File: src/rtl/isqrt_stream_if.sv
`default_nettype none
// ============================================================================
// Module   : isqrt_stream_if
// Purpose  : Operand/result handshake bundle for the streaming square root.
// Revision : 1.0 - initial release
// ============================================================================
interface isqrt_stream_if #(
  parameter int WIDTH = 32
);
  localparam int RW = WIDTH / 2 + 1;

  logic             in_valid;
  logic             in_ready;
  logic [WIDTH-1:0] in_num;
  logic             in_round;
  logic             out_valid;
  logic             out_ready;
  logic [RW-1:0]    out_root;
  logic [RW-1:0]    out_rem;
  logic             busy;

  modport master (
    output in_valid, in_num, in_round, out_ready,
    input  in_ready, out_valid, out_root, out_rem, busy
  );

  modport slave (
    input  in_valid, in_num, in_round, out_ready,
    output in_ready, out_valid, out_root, out_rem, busy
  );
endinterface
`default_nettype wire

File: src/rtl/isqrt_stream.sv
`default_nettype none
// ============================================================================
// Module   : isqrt_stream
// Purpose  : Restoring bit-pair integer square root with optional rounding.
// Revision : 1.0 - initial release
// ============================================================================
module isqrt_stream #(
  parameter int WIDTH = 32
) (
  input  logic           clk,
  input  logic           reset,
  isqrt_stream_if.slave  bus
);
  localparam int RW      = WIDTH / 2 + 1;
  localparam int c_half  = WIDTH / 2;
  localparam int c_cnt_w = $clog2(c_half) + 1;
  localparam logic [c_cnt_w-1:0] c_last     = c_cnt_w'(c_half - 1);
  localparam logic [WIDTH-1:0]   c_bit_init = {2'b01, {(WIDTH-2){1'b0}}};

  if ((WIDTH % 2) != 0 || WIDTH < 4) begin : g_width_check
    $error("isqrt_stream: WIDTH must be even and >= 4");
  end

  typedef enum logic [1:0] {
    IDLE = 2'd0,
    CALC = 2'd1,
    FIN  = 2'd2,
    DONE = 2'd3
  } state_t;

  state_t               r_state;
  state_t               w_next;
  logic [WIDTH-1:0]     r_rem;
  logic [WIDTH-1:0]     r_result;
  logic [WIDTH-1:0]     r_bit;
  logic [c_cnt_w-1:0]   r_cnt;
  logic                 r_round;
  logic                 r_out_valid;
  logic [RW-1:0]        r_out_root;
  logic [RW-1:0]        r_out_rem;
  logic [WIDTH-1:0]     w_trial;
  logic                 w_up;
  logic [RW-1:0]        w_root_fin;

  always_ff @(posedge clk) begin
    if (reset) r_state <= IDLE;
    else       r_state <= w_next;
  end

  always_comb begin
    w_next = r_state;
    case (r_state)
      IDLE:    if (bus.in_valid)       w_next = CALC;
      CALC:    if (r_cnt == c_last)    w_next = FIN;
      FIN:                             w_next = DONE;
      DONE:    if (bus.out_ready)      w_next = IDLE;
      default:                         w_next = IDLE;
    endcase
  end

  assign w_trial = r_result + r_bit;
  // Round up when num >= r^2 + r + 1, i.e. the remainder exceeds the floor root.
  assign w_up       = r_round && (r_rem > r_result);
  assign w_root_fin = {1'b0, r_result[c_half-1:0]} + {{(RW-1){1'b0}}, w_up};

  always_ff @(posedge clk) begin
    if (reset) begin
      r_rem       <= '0;
      r_result    <= '0;
      r_bit       <= '0;
      r_cnt       <= '0;
      r_round     <= 1'b0;
      r_out_valid <= 1'b0;
      r_out_root  <= '0;
      r_out_rem   <= '0;
    end else begin
      case (r_state)
        IDLE: begin
          if (bus.in_valid) begin
            r_rem    <= bus.in_num;
            r_round  <= bus.in_round;
            r_result <= '0;
            r_bit    <= c_bit_init;
            r_cnt    <= '0;
          end
        end
        CALC: begin
          if (r_rem >= w_trial) begin
            r_rem    <= r_rem - w_trial;
            r_result <= (r_result >> 1) + r_bit;
          end else begin
            r_result <= r_result >> 1;
          end
          r_bit <= r_bit >> 2;
          r_cnt <= r_cnt + c_cnt_w'(1);
        end
        FIN: begin
          r_out_rem   <= r_rem[RW-1:0];
          r_out_root  <= w_root_fin;
          r_out_valid <= 1'b1;
        end
        DONE: begin
          if (bus.out_ready) r_out_valid <= 1'b0;
        end
        default: ;
      endcase
    end
  end

  assign bus.in_ready  = (r_state == IDLE);
  assign bus.busy      = (r_state != IDLE);
  assign bus.out_valid = r_out_valid;
  assign bus.out_root  = r_out_root;
  assign bus.out_rem   = r_out_rem;
endmodule
`default_nettype wire

File: src/flat_wrapper.sv
// flat-port wrapper written by rule: the top's interface ports become plain ports
module isqrt_stream_flat 
#(
  parameter int WIDTH = 32
)
  (clk, reset, bus_in_valid, bus_in_num, bus_in_round, bus_out_ready, bus_in_ready, bus_out_valid, bus_out_root, bus_out_rem, bus_busy);
  isqrt_stream_if #(.WIDTH(WIDTH)) bus_i ();
  input  logic clk;
  input  logic reset;
  input wire logic [$bits(bus_i.in_valid)-1:0] bus_in_valid;
  input wire logic [$bits(bus_i.in_num)-1:0] bus_in_num;
  input wire logic [$bits(bus_i.in_round)-1:0] bus_in_round;
  input wire logic [$bits(bus_i.out_ready)-1:0] bus_out_ready;
  output wire logic [$bits(bus_i.in_ready)-1:0] bus_in_ready;
  output wire logic [$bits(bus_i.out_valid)-1:0] bus_out_valid;
  output wire logic [$bits(bus_i.out_root)-1:0] bus_out_root;
  output wire logic [$bits(bus_i.out_rem)-1:0] bus_out_rem;
  output wire logic [$bits(bus_i.busy)-1:0] bus_busy;
  assign bus_i.in_valid = bus_in_valid;
  assign bus_i.in_num = bus_in_num;
  assign bus_i.in_round = bus_in_round;
  assign bus_i.out_ready = bus_out_ready;
  assign bus_in_ready = bus_i.in_ready;
  assign bus_out_valid = bus_i.out_valid;
  assign bus_out_root = bus_i.out_root;
  assign bus_out_rem = bus_i.out_rem;
  assign bus_busy = bus_i.busy;
  isqrt_stream #(.WIDTH(WIDTH)) u_core (.clk(clk), .reset(reset), .bus(bus_i));
endmodule
File: config.mk
export PLATFORM = sky130hd
export DESIGN_NAME = isqrt_stream_flat
export DESIGN_NICKNAME = d
export VERILOG_FILES = /design/src/rtl/isqrt_stream_if.sv /design/src/rtl/isqrt_stream.sv /design/src/flat_wrapper.sv
export SDC_FILE = /design/constraint.sdc
export NUM_CORES = 1
export LEC_CHECK = 0
export ABC_CLOCK_PERIOD_IN_PS = 5500
export CORE_UTILIZATION = 55
export DETAILED_ROUTE_END_ITERATION = 10
export HOLD_SLACK_MARGIN = 0.05
export PLACE_DENSITY = 0.72
export REMOVE_ABC_BUFFERS = 1
export SKIP_CTS_REPAIR_TIMING = 1
export SLEW_MARGIN = 20
export SYNTH_ARGS = -nofsm -noshare
export SYNTH_HDL_FRONTEND = slang
export SYNTH_SLANG_ARGS = --single-unit
File: constraint.sdc
create_clock -name clk -period 5.5 [get_ports clk]
set_input_delay 1.65 -clock clk [delete_from_list [all_inputs] [get_ports clk]]
set_output_delay 1.65 -clock clk [all_outputs]
set_load 0.03 [all_outputs]
==> flow_summary_export.csv <==
group,metric,value,unit
cells_and_area,area_delta_synth_final,16.44,%
clock_network,cts_tree,"done",
cells_and_area,final_common_cell,"nor2_1",
cells_and_area,layout_common_cells,"152 x nor2_1, 123 x dfxtp_1, 104 x ha_1, 87 x a21oi_1, 79 x nand2_1",
logic_synthesis,synth_edf_count,0,
job,cap_violations,0,
sta,min_period_over_period,98.39,%
grt,use_met2,49.86,%
detailed_routing,routed_via_density,6.121,
critical_path,cp_top_family,"compound AO/OA/AOI/OAI gates",
detailed_routing,vias,8973,
sta,rsz0062_at_grt,"yes",
detailed_routing,wl_per_cell,18.29,µm
grt,grt-busiest-layer,"met2",
hold_path,hold_class,"reg -> reg",
logic_synthesis,synth_top_family_by_area,"compound AO/OA/AOI/OAI gates",
logic_synthesis,synth_area_leaders,"dfxtp_1 26%, ha_1 14%, xnor2_1 7.1%",
detailed_routing,drtIter0Drc,796,
logic_synthesis,yosys_warnings,0,
clock_network,cts_buffers,17,
detailed_routing,drc_errors,0,
critical_path,worstSetupEndpointType,"flip-flop",
sta,max_freq,184.8,MHz
sta,hold_viol,0,
detailed_routing,drt_wl_total,26820,µm
cells_and_area,fin_util,66.05,%
logic_synthesis,ys_ff_latch,123,
sta,fin_skew,0.008909,ns
grt,grt_first_pass_wirelength,43810,µm
cells_and_area,finalNonFillerCells,1466,
place,port_buffers,73,
sta,timing.setup.tns,0,ns
power_and_ir_drop,ir_drop,549.5,µV
floorplan,die_area,17750,µm²
power_and_ir_drop,leakage,0.004165,µW
detailed_routing,ant_nets,0,
clock_network,htreeDepth,4,
sta,fin_crit,5.412,ns
sta,finalSetupViolCount,0,
floorplan,die_y,133.2,µm
grt,grt_max_degree,52,
critical_path,critPathMaxFanout,22,
power_and_ir_drop,powerDensity,564.9,nW/µm²
grt,track_usage,31.06,%
grt,use_met3,4.947,%
grt,grt_antenna_before_repair,0,
critical_path,cp-start-kind,"flip-flop",
clock_network,path_clk_slew,0.06,ns
critical_path,critPathBufInv,1,
logic_synthesis,netlist_instances,1176,
logic_synthesis,netlist_area,9474,µm²
logic_synthesis,muxShareOfSynthArea,4.860,%
clock_network,cts_buffer_depth,2,
logic_synthesis,avgSynthCellArea,8.056,µm²
floorplan,die_w,133.2,µm
grt,globalRouteMet1Util,43.06,%
logic_synthesis,synth_ff_type,"dfxtp_1",
logic_synthesis,ys_seq_area_share,25.99,%
logic_synthesis,synth_cell_types,66,
floorplan,ios,74,
clock_network,clkSinkCount,123,
logic_synthesis,synth_compound_area_share,25.32,%
logic_synthesis,synth_top_area_share,25.99,%
clock_network,clock_latency,0.43,ns
critical_path,cp.required,5.84,ns
sta,max_slew_margin,44.25,%
critical_path,path_common_cell,"ha_1",
critical_path,path_class,"reg -> reg",
place,dp.cells,1434,
floorplan,start_util,56.73,%
place,dp_hpwl,19890,µm
sta,slew_violations,0,
logic_synthesis,synthXorXnorAreaFrac,8.967,%
logic_synthesis,synth_simple_gate_area_share,16.09,%
floorplan,num_rows,47,
logic_synthesis,ys_async_sr_fraction,0,%
floorplan,core_area,16700,µm²
critical_path,worst_ep_arrival_time,5.75,ns
logic_synthesis,yosysTopAreaCell,"dfxtp_1",
critical_path,worst_path_max_delay_cell,"a21oi_4",
cells_and_area,layout-drive-gt1-share,7.143,%
detailed_routing,drtPass1Iterations,5,
cells_and_area,antenna_cells,0,
place,gp_congestion,0.9400,
sta,worst_pin_slew,0.8363,ns
logic_synthesis,synthAdderAreaFrac,14.21,%
grt,grt_pass1_vias,8450,
critical_path,max_stage_delay,0.64,ns
critical_path,crit_chain,"ha_1 > ha_1 > a21oi_1 > o21bai_1 > a31o_2 > a311oi_1 > o21ai_0 > a41oi_1 > o21ai_0 > nand2_1 > xor2_1 > ha_1 > and2_1 > and3_1 > and4_1 > o31ai_1 > nand2_1 > a31oi_4 > a21oi_4 > buf_4 > nor2_1 > a211oi_1",
grt,grt.overflow.total,0,
status,status,"finished, final reports clean",
cells_and_area,num-nets-final,1377,
clock_network,cts_root_buffer,"clkbuf_16",
## worst min-delay path: stages, from the launching register on
cell	delay [ns]
dfxtp_1	0.31
nand2b_1	0.06
a21oi_1	0.05
## power breakdown
part	switching, µW	leakage [µW]	total, µW	internal (µW)
Combinational	2330	0.00288	3800	1470
Clock	459	0.000283	1170	713
Sequential	185	0.00100	1260	1070
Total	2970	0.00417	6230	3260
## registers in the layout (all words and copies together), names as in the netlist
name                  cells
u_core.r_rem             32
u_core.r_result          32
u_core.bus.out_rem       17
u_core.bus.out_root      17
u_core.r_bit             16
u_core.r_cnt              5
u_core.r_state            2
u_core.bus.out_valid      1
u_core.r_round            1
## cells in the mapped netlist (10+ instances only)
| library cell | n |
|---|---|
| xor2_1 | 20 |
| a21oi_1 | 87 |
| dfxtp_1 | 123 |
| inv_1 | 50 |
| nand4_1 | 22 |
| a211oi_2 | 14 |
| a21o_1 | 20 |
| nand3_1 | 21 |
| buf_2 | 10 |
| o31ai_1 | 10 |
| o21bai_1 | 12 |
| o21ai_0 | 45 |
| nor2_1 | 152 |
| nand2_1 | 79 |
| mux2i_1 | 46 |
| o22ai_1 | 27 |
| a22oi_1 | 20 |
| a31oi_1 | 29 |
| and3_1 | 11 |
| xnor2_1 | 77 |
| clkbuf_1 | 42 |
| nand2b_1 | 12 |
| a211oi_1 | 32 |
| ha_1 | 106 |
## cells by family after synthesis
group | count (synthesis)
AND/OR/NAND/NOR | 338
adder cells (fa/ha/maj) | 107
AO/OA/AOI/OAI | 354
XOR/XNOR | 97
multiplexers | 46
flip-flops | 123
buffers and inverters | 111
## path summary, 6_finish.rpt
path,from,cells after the start,slack [ns],endpoint
setup / recovery,u_core.r_result[0],22,0.09,u_core.r_rem[7]
hold / removal,u_core.bus.out_root[16],2,0.47,u_core.bus.out_root[16]
setup reg to reg,u_core.r_result[0],22,0.09,u_core.r_rem[7]
hold reg to reg,u_core.bus.out_root[16],2,0.47,u_core.bus.out_root[16]
## layer usage
| layer | vias to the layer above | part of all wire [%] |
|---|---|---|
| met5 | - | 0 |
| met4 | 0 | 1.3 |
| met3 | 35 | 6.6 |
| met2 | 293 | 45 |
| met1 | 4257 | 47 |
| li1 | 4388 | - |
## per-stage QoR
step                hold WS (ns)  worst slack, ns  power [µW]  instance area (µm²)
floorplan                 0.4305          0.07987        3908                 9240
global placement          0.4562           0.4512        4944                10430
detailed placement        0.4675           0.2062        4998                10430
CTS                       0.4763           0.1566        6189                11030
global route              0.5041          -0.1843        6658                11030
finish                    0.4705          0.08844        6232                11030
## final cells by class
cell class / instances / area, µm²
Clock buffer: 18 / 429.2
Multi-Input combinational cell: 942 / 6595
Timing Repair Buffer: 96 / 900.9
Sequential cell: 123 / 2462
Tap cell: 220 / 275.3
Clock inverter: 14 / 170.2
Fill cell: 1467 / 5669
Inverter: 53 / 198.9
(Power assumes the default switching activity.)
